File: src/rtl/button_debounce_if.sv
// Button debounce port bundle.
// Handshake: there is no valid/ready pair. btn_in is a free-running raw level
// sampled on every clk edge. btn_level, press_pulse and led_out are registered
// outputs that are valid on every cycle. dbg_state mirrors the FSM state.
interface button_debounce_if;
  logic       btn_in;
  logic       btn_level;
  logic       press_pulse;
  logic       led_out;
  logic [1:0] dbg_state;

  modport master (
    output btn_in,
    input  btn_level, press_pulse, led_out, dbg_state
  );

  modport slave (
    input  btn_in,
    output btn_level, press_pulse, led_out, dbg_state
  );
endinterface

File: src/rtl/button_debounce.sv
// Push-button debouncer: two-flop synchronizer followed by a four-state
// qualification FSM. It produces a debounced level, a one-cycle press pulse
// and an LED drive.
// Optional feature macro: BUTTON_DEBOUNCE_TOGGLE_EN. When it is defined, each
// accepted press flips led_out. Otherwise led_out follows the debounced level.
module button_debounce #(
  parameter int DEBOUNCE_CYCLES = 500000,
  parameter int CNT_WIDTH       = 20
) (
  input  logic               clk,
  input  logic               rst,
  button_debounce_if.slave   bus
);

  typedef enum logic [1:0] {
    IDLE_LOW  = 2'd0,
    WAIT_HIGH = 2'd1,
    IDLE_HIGH = 2'd2,
    WAIT_LOW  = 2'd3
  } state_t;

  localparam logic [CNT_WIDTH-1:0] LP_LAST = CNT_WIDTH'(DEBOUNCE_CYCLES - 1);

  logic                 r_sync1;
  logic                 r_sync2;
  state_t               r_state;
  state_t               w_state_nxt;
  logic [CNT_WIDTH-1:0] r_count;
  logic [CNT_WIDTH-1:0] w_count_nxt;
  logic                 r_level;
  logic                 w_level_nxt;
  logic                 r_pulse;
  logic                 w_pulse_nxt;

  // Bring the asynchronous button into the clk domain.
  always_ff @(posedge clk) begin
    if (rst) begin
      r_sync1 <= 1'b0;
      r_sync2 <= 1'b0;
    end else begin
      r_sync1 <= bus.btn_in;
      r_sync2 <= r_sync1;
    end
  end

  // Next-state logic. A WAIT state only completes after DEBOUNCE_CYCLES more
  // stable samples. Any contrary sample drops back to the previous idle state.
  always_comb begin
    w_state_nxt = r_state;
    w_count_nxt = r_count;
    w_level_nxt = r_level;
    w_pulse_nxt = 1'b0;
    case (r_state)
      IDLE_LOW: begin
        if (r_sync2) begin
          w_state_nxt = WAIT_HIGH;
          w_count_nxt = '0;
        end
      end
      WAIT_HIGH: begin
        if (!r_sync2) begin
          w_state_nxt = IDLE_LOW;
        end else if (r_count == LP_LAST) begin
          w_state_nxt = IDLE_HIGH;
          w_level_nxt = 1'b1;
          w_pulse_nxt = 1'b1;
        end else begin
          w_count_nxt = r_count + 1'b1;
        end
      end
      IDLE_HIGH: begin
        if (!r_sync2) begin
          w_state_nxt = WAIT_LOW;
          w_count_nxt = '0;
        end
      end
      WAIT_LOW: begin
        if (r_sync2) begin
          w_state_nxt = IDLE_HIGH;
        end else if (r_count == LP_LAST) begin
          w_state_nxt = IDLE_LOW;
          w_level_nxt = 1'b0;
        end else begin
          w_count_nxt = r_count + 1'b1;
        end
      end
      default: begin
        w_state_nxt = IDLE_LOW;
        w_count_nxt = '0;
      end
    endcase
  end

  // FSM state, counter and registered outputs. Reset discards any pending change.
  always_ff @(posedge clk) begin
    if (rst) begin
      r_state <= IDLE_LOW;
      r_count <= '0;
      r_level <= 1'b0;
      r_pulse <= 1'b0;
    end else begin
      r_state <= w_state_nxt;
      r_count <= w_count_nxt;
      r_level <= w_level_nxt;
      r_pulse <= w_pulse_nxt;
    end
  end

  assign bus.btn_level   = r_level;
  assign bus.press_pulse = r_pulse;
  assign bus.dbg_state   = r_state;

`ifdef BUTTON_DEBOUNCE_TOGGLE_EN
  logic r_toggle;

  // Flip the LED on the same edge that raises press_pulse.
  always_ff @(posedge clk) begin
    if (rst) begin
      r_toggle <= 1'b0;
    end else if (w_pulse_nxt) begin
      r_toggle <= ~r_toggle;
    end
  end

  assign bus.led_out = r_toggle;
`else
  // In follow mode the LED is the debounced level register itself.
  assign bus.led_out = r_level;
`endif

endmodule

File: src/flat_wrapper.sv
// flat-port wrapper written by rule: the top's interface ports become plain ports
module button_debounce_flat 
#(
  parameter int DEBOUNCE_CYCLES = 500000,
  parameter int CNT_WIDTH       = 20
)
  (clk, rst, bus_btn_in, bus_btn_level, bus_press_pulse, bus_led_out, bus_dbg_state);
  button_debounce_if bus_i ();
  input  logic clk;
  input  logic rst;
  input wire logic [$bits(bus_i.btn_in)-1:0] bus_btn_in;
  output wire logic [$bits(bus_i.btn_level)-1:0] bus_btn_level;
  output wire logic [$bits(bus_i.press_pulse)-1:0] bus_press_pulse;
  output wire logic [$bits(bus_i.led_out)-1:0] bus_led_out;
  output wire logic [$bits(bus_i.dbg_state)-1:0] bus_dbg_state;
  assign bus_i.btn_in = bus_btn_in;
  assign bus_btn_level = bus_i.btn_level;
  assign bus_press_pulse = bus_i.press_pulse;
  assign bus_led_out = bus_i.led_out;
  assign bus_dbg_state = bus_i.dbg_state;
  button_debounce #(.DEBOUNCE_CYCLES(DEBOUNCE_CYCLES), .CNT_WIDTH(CNT_WIDTH)) u_core (.clk(clk), .rst(rst), .bus(bus_i));
endmodule
File: config.mk
export PLATFORM = sky130hd
export DESIGN_NAME = button_debounce_flat
export DESIGN_NICKNAME = d
export VERILOG_FILES = /design/src/rtl/button_debounce_if.sv /design/src/rtl/button_debounce.sv /design/src/flat_wrapper.sv
export SDC_FILE = /design/constraint.sdc
export NUM_CORES = 1
export LEC_CHECK = 0
export BUFFER_PORTS_ARGS = -buffer_cell sky130_fd_sc_hd__buf_2
export CORE_ASPECT_RATIO = 0.7
export CORE_MARGIN = 2
export CORE_UTILIZATION = 55
export DETAILED_ROUTE_END_ITERATION = 8
export PLACE_DENSITY = 0.73
export SYNTH_ARGS = -nofsm -noshare
export SYNTH_HDL_FRONTEND = slang
export SYNTH_SLANG_ARGS = --single-unit
File: constraint.sdc
create_clock -name clk -period 2.25 [get_ports clk]
set_input_delay 0.3375 -clock clk [delete_from_list [all_inputs] [get_ports clk]]
set_output_delay 0.3375 -clock clk [all_outputs]
set_load 0.01 [all_outputs]
==> reports/results.tsv <==
metric	value	unit
Simple-Gate Fraction of Synth Area	32.5	%
Adder-Cell Fraction of Synth Area	0.907	%
Die Span X	63.8	um
Mean Syn Cell Area	8.21	um^2
Post-Synth XOR/XNOR Area	1.91	%
ANT nets after route	0	
pwr dens	474	nW/um^2
largest family of logic cells by synthesized area	simple AND/OR/NAND/NOR gates	
Setup Skew	0.00338	ns
Final Setup Violations	0	
mux contribution to synthesized area	2.99	%
Setup CP Type	reg -> reg	
final setup TNS	0	ns
power share of the sequential group	66.6	%
Worst Setup SP	u_core.r_count[0]	
Post-Syn Nets	172	
Synth Warn #	0	
Skew-Pair Late Insertion Delay	0.31	ns
WP depth	5	
# diodes	0	
Pre-antenna DRT Iters	4	
Seq/Total Area, Yosys	37.7	%
Synth Register Bits	26	
Initial DRC Count	103	
sw frac	22.7	%
critical path fanouts, max	5	
Initial Utilization	57.0	%
CTS Buffer Depth	2	
R2R cell count	5	
crit share post-route	92.2	%
port bufs	7	
row cnt	15	
RSZ-0062 raised after global routing	false	
Compound-Gate Fraction of Synth Area	17.9	%
Yosys cell types	44	
Area growth, synth to finish	8.35	%
Tmin final	2.07	ns
CP Capture Type	flop	
largest net degree at the start of global routing	14	
Clock Power Share	26.5	%
via count	1319	
CTS root buffer	clkbuf_4	
combinational share of power	6.8	%
global route overflow	0	
post-route insts no fill	209	
Rel. slew slack	56.1	%
DR DRC count	0	
family with the most delay on the worst path	simple AND/OR/NAND/NOR gates	
placer congestion estimate	0.932	
final hold vios	0	
most common cell after layout, fill and taps aside	dfxtp_1	
Switch Pwr	0.161	mW
full die area	2930	um^2
Critical Path Source Type	flop	
commonest non-fill, non-tap cells in the layout	dfxtp_1 (26), nand2_1 (17), a21oi_1 (13)	
Crit path arrival time	2.30	ns
Die Y	45.9	um
RR Startpoint	u_core.r_count[0]	
dpl cells	206	
CTS tree	done	
CP bufs+invs	0	
CTS Buf Count	3	
cells along the critical path	ha_1, or4bb_1, nor4_4, a21oi_2, o32ai_1	
Total GRT Usage	23.6	%
Layout Nets	181	
Pleak	0.484	nW
average wire per standard cell	15.5	um
Max Slew Vio Count	0	
Cells after Synth	168	
mapped cell area	1380	um^2
crit-path max cell delay	0.49	ns
Fmax achieved	0.482	GHz
peak supply drop	0.000325	V
outcome	completed	
DP HPWL	2310	um
worst slew pin tran	0.658	ns
clk sinks	26	
share of cells above drive strength 1	12.6	%
r2r setup slk	0.18	ns
Clk pin slew, worst setup/hold paths	0.12	ns
maxcap violations	0	
vias in the first global route	1103	
# IOs	8	
reg2reg end	u_core.r_count[3]	
routed wire length	3240	um
H-tree Lvls	1	
CP endpoint	u_core.r_count[3]	
core area	2420	um^2
total internal power	0.547	mW
hold crit path type	in -> reg	
DR vias/cell	6.31	
first-pass GRT wire length	5300	um
Critical Path RT	2.48	ns
Slowest-stage cell, CP	or4bb_1	
initial antenna violation count	0	
## worst register-to-register path, cell delays in order, from the launching register on
cell	delay (ns)
dfxtp_1	0.40
ha_1	0.23
or4bb_1	0.49
nor4_4	0.44
a21oi_2	0.18
o32ai_1	0.25
## power by group through the flow
| stage | registers, mW | logic, mW | clock network, mW |
|---|---|---|---|
| 4_1_cts | 0.472 | 0.0478 | 0.200 |
| 3_3_place_gp | 0.482 | 0.0473 | 0 |
| 3_5_place_dp | 0.482 | 0.0476 | 0 |
| 6_report | 0.472 | 0.0485 | 0.188 |
| 5_1_grt | 0.473 | 0.0540 | 0.215 |
| 2_1_floorplan | 0.483 | 0.0319 | 0 |
## worst min path at each step
stage                                 to           start  slack (ns)  cells past startpoint
after floorplan           u_core.r_sync2  u_core.r_sync1        0.41                      1
after global placement    u_core.r_sync2  u_core.r_sync1        0.46                      1
after detailed placement  u_core.r_sync2  u_core.r_sync1        0.47                      1
after CTS                 u_core.r_sync1      bus_btn_in        0.24                      2
after global routing      u_core.r_sync1      bus_btn_in        0.26                      2
final                     u_core.r_sync1      bus_btn_in        0.24                      2
## flip-flops by register name, indices dropped and copies added, names as in the netlist, named ones only
register,count
u_core.r_count,20
u_core.bus.btn_level,1
u_core.bus.dbg_state,1
u_core.bus.press_pulse,1
u_core.r_sync1,1
u_core.r_sync2,1
## cells by family (layout without fill, tap and decap cells)
group / after synthesis / after routing
fa+ha+maj: 1 / 1
compound gates: 40 / 40
flops: 26 / 26
simple gates: 75 / 75
xor+xnor: 3 / 3
buf+inv: 19 / 26
mux: 4 / 4
## routing by layer
metal | global-route usage (%) | wire [um]
met1 | 33.6 | 1570
met2 | 36.0 | 1420
met3 | 5.94 | 216
met4 | 5.22 | 29
met5 | 0 | 0
## stage by stage
stage	utilization [%]	setup slack (ns)	total power [mW]	cell area [um^2]	hold slack, ns
finish	61.7	0.175	0.708	1490	0.243
global route	61.7	0.0520	0.742	1490	0.256
CTS	61.2	0.0914	0.720	1480	0.239
detailed placement	60.3	0.133	0.530	1460	0.467
global placement	60.3	0.270	0.529	1460	0.465
floorplan	-	0.311	0.515	1380	0.414
## cells in the mapped netlist, drive strengths merged
library cell | count | share of area (%)
or3 | 5 | 2.3
a21o | 1 | 0.54
o31ai | 3 | 1.6
o21a | 4 | 2.2
o32ai | 1 | 0.64
and3 | 2 | 0.91
nor4b | 3 | 1.9
dfxtp | 26 | 38
xnor2 | 2 | 1.3
o211ai | 3 | 1.6
or4bb | 1 | 0.82
mux2i | 3 | 2.2
nand3 | 10 | 4.0
and4 | 2 | 1.3
o21ai | 9 | 3.3
and2 | 1 | 0.45
or4 | 7 | 3.8
nand2b | 2 | 0.91
o311ai | 1 | 0.64
nor2b | 3 | 1.4
a211o | 1 | 0.64
nand4b | 1 | 0.64
nor2 | 4 | 1.1
a21oi | 14 | 5.1
a211oi | 1 | 0.54
clkbuf | 7 | 1.9
a31oi | 1 | 0.45
nand4 | 3 | 1.4
nand2 | 17 | 4.6
mux2 | 1 | 0.82
buf | 3 | 1.7
nor3 | 6 | 2.2
nor4bb | 1 | 0.73
nor4 | 5 | 2.7
ha | 1 | 0.91
xor2 | 1 | 0.64
or4b | 2 | 1.5
inv | 9 | 2.4
a32oi | 1 | 0.64
## area by class of cell
cell class                 instances  area (um^2)
clock buffer                       3         22.5
fill                             213          927
inverter                           9         33.8
multi-input combinational        123          787
sequential                        26          520
tap                               34         42.5
timing repair buffer              14         87.6
## repair_timing
item / CTS / global route
setup endpoints to repair: 0 / 5
resized for setup: 0 / 2
hold buffers: 0 / 0
buffers inserted: 0 / 0
Note: power is estimated with default switching activity, not from simulation.
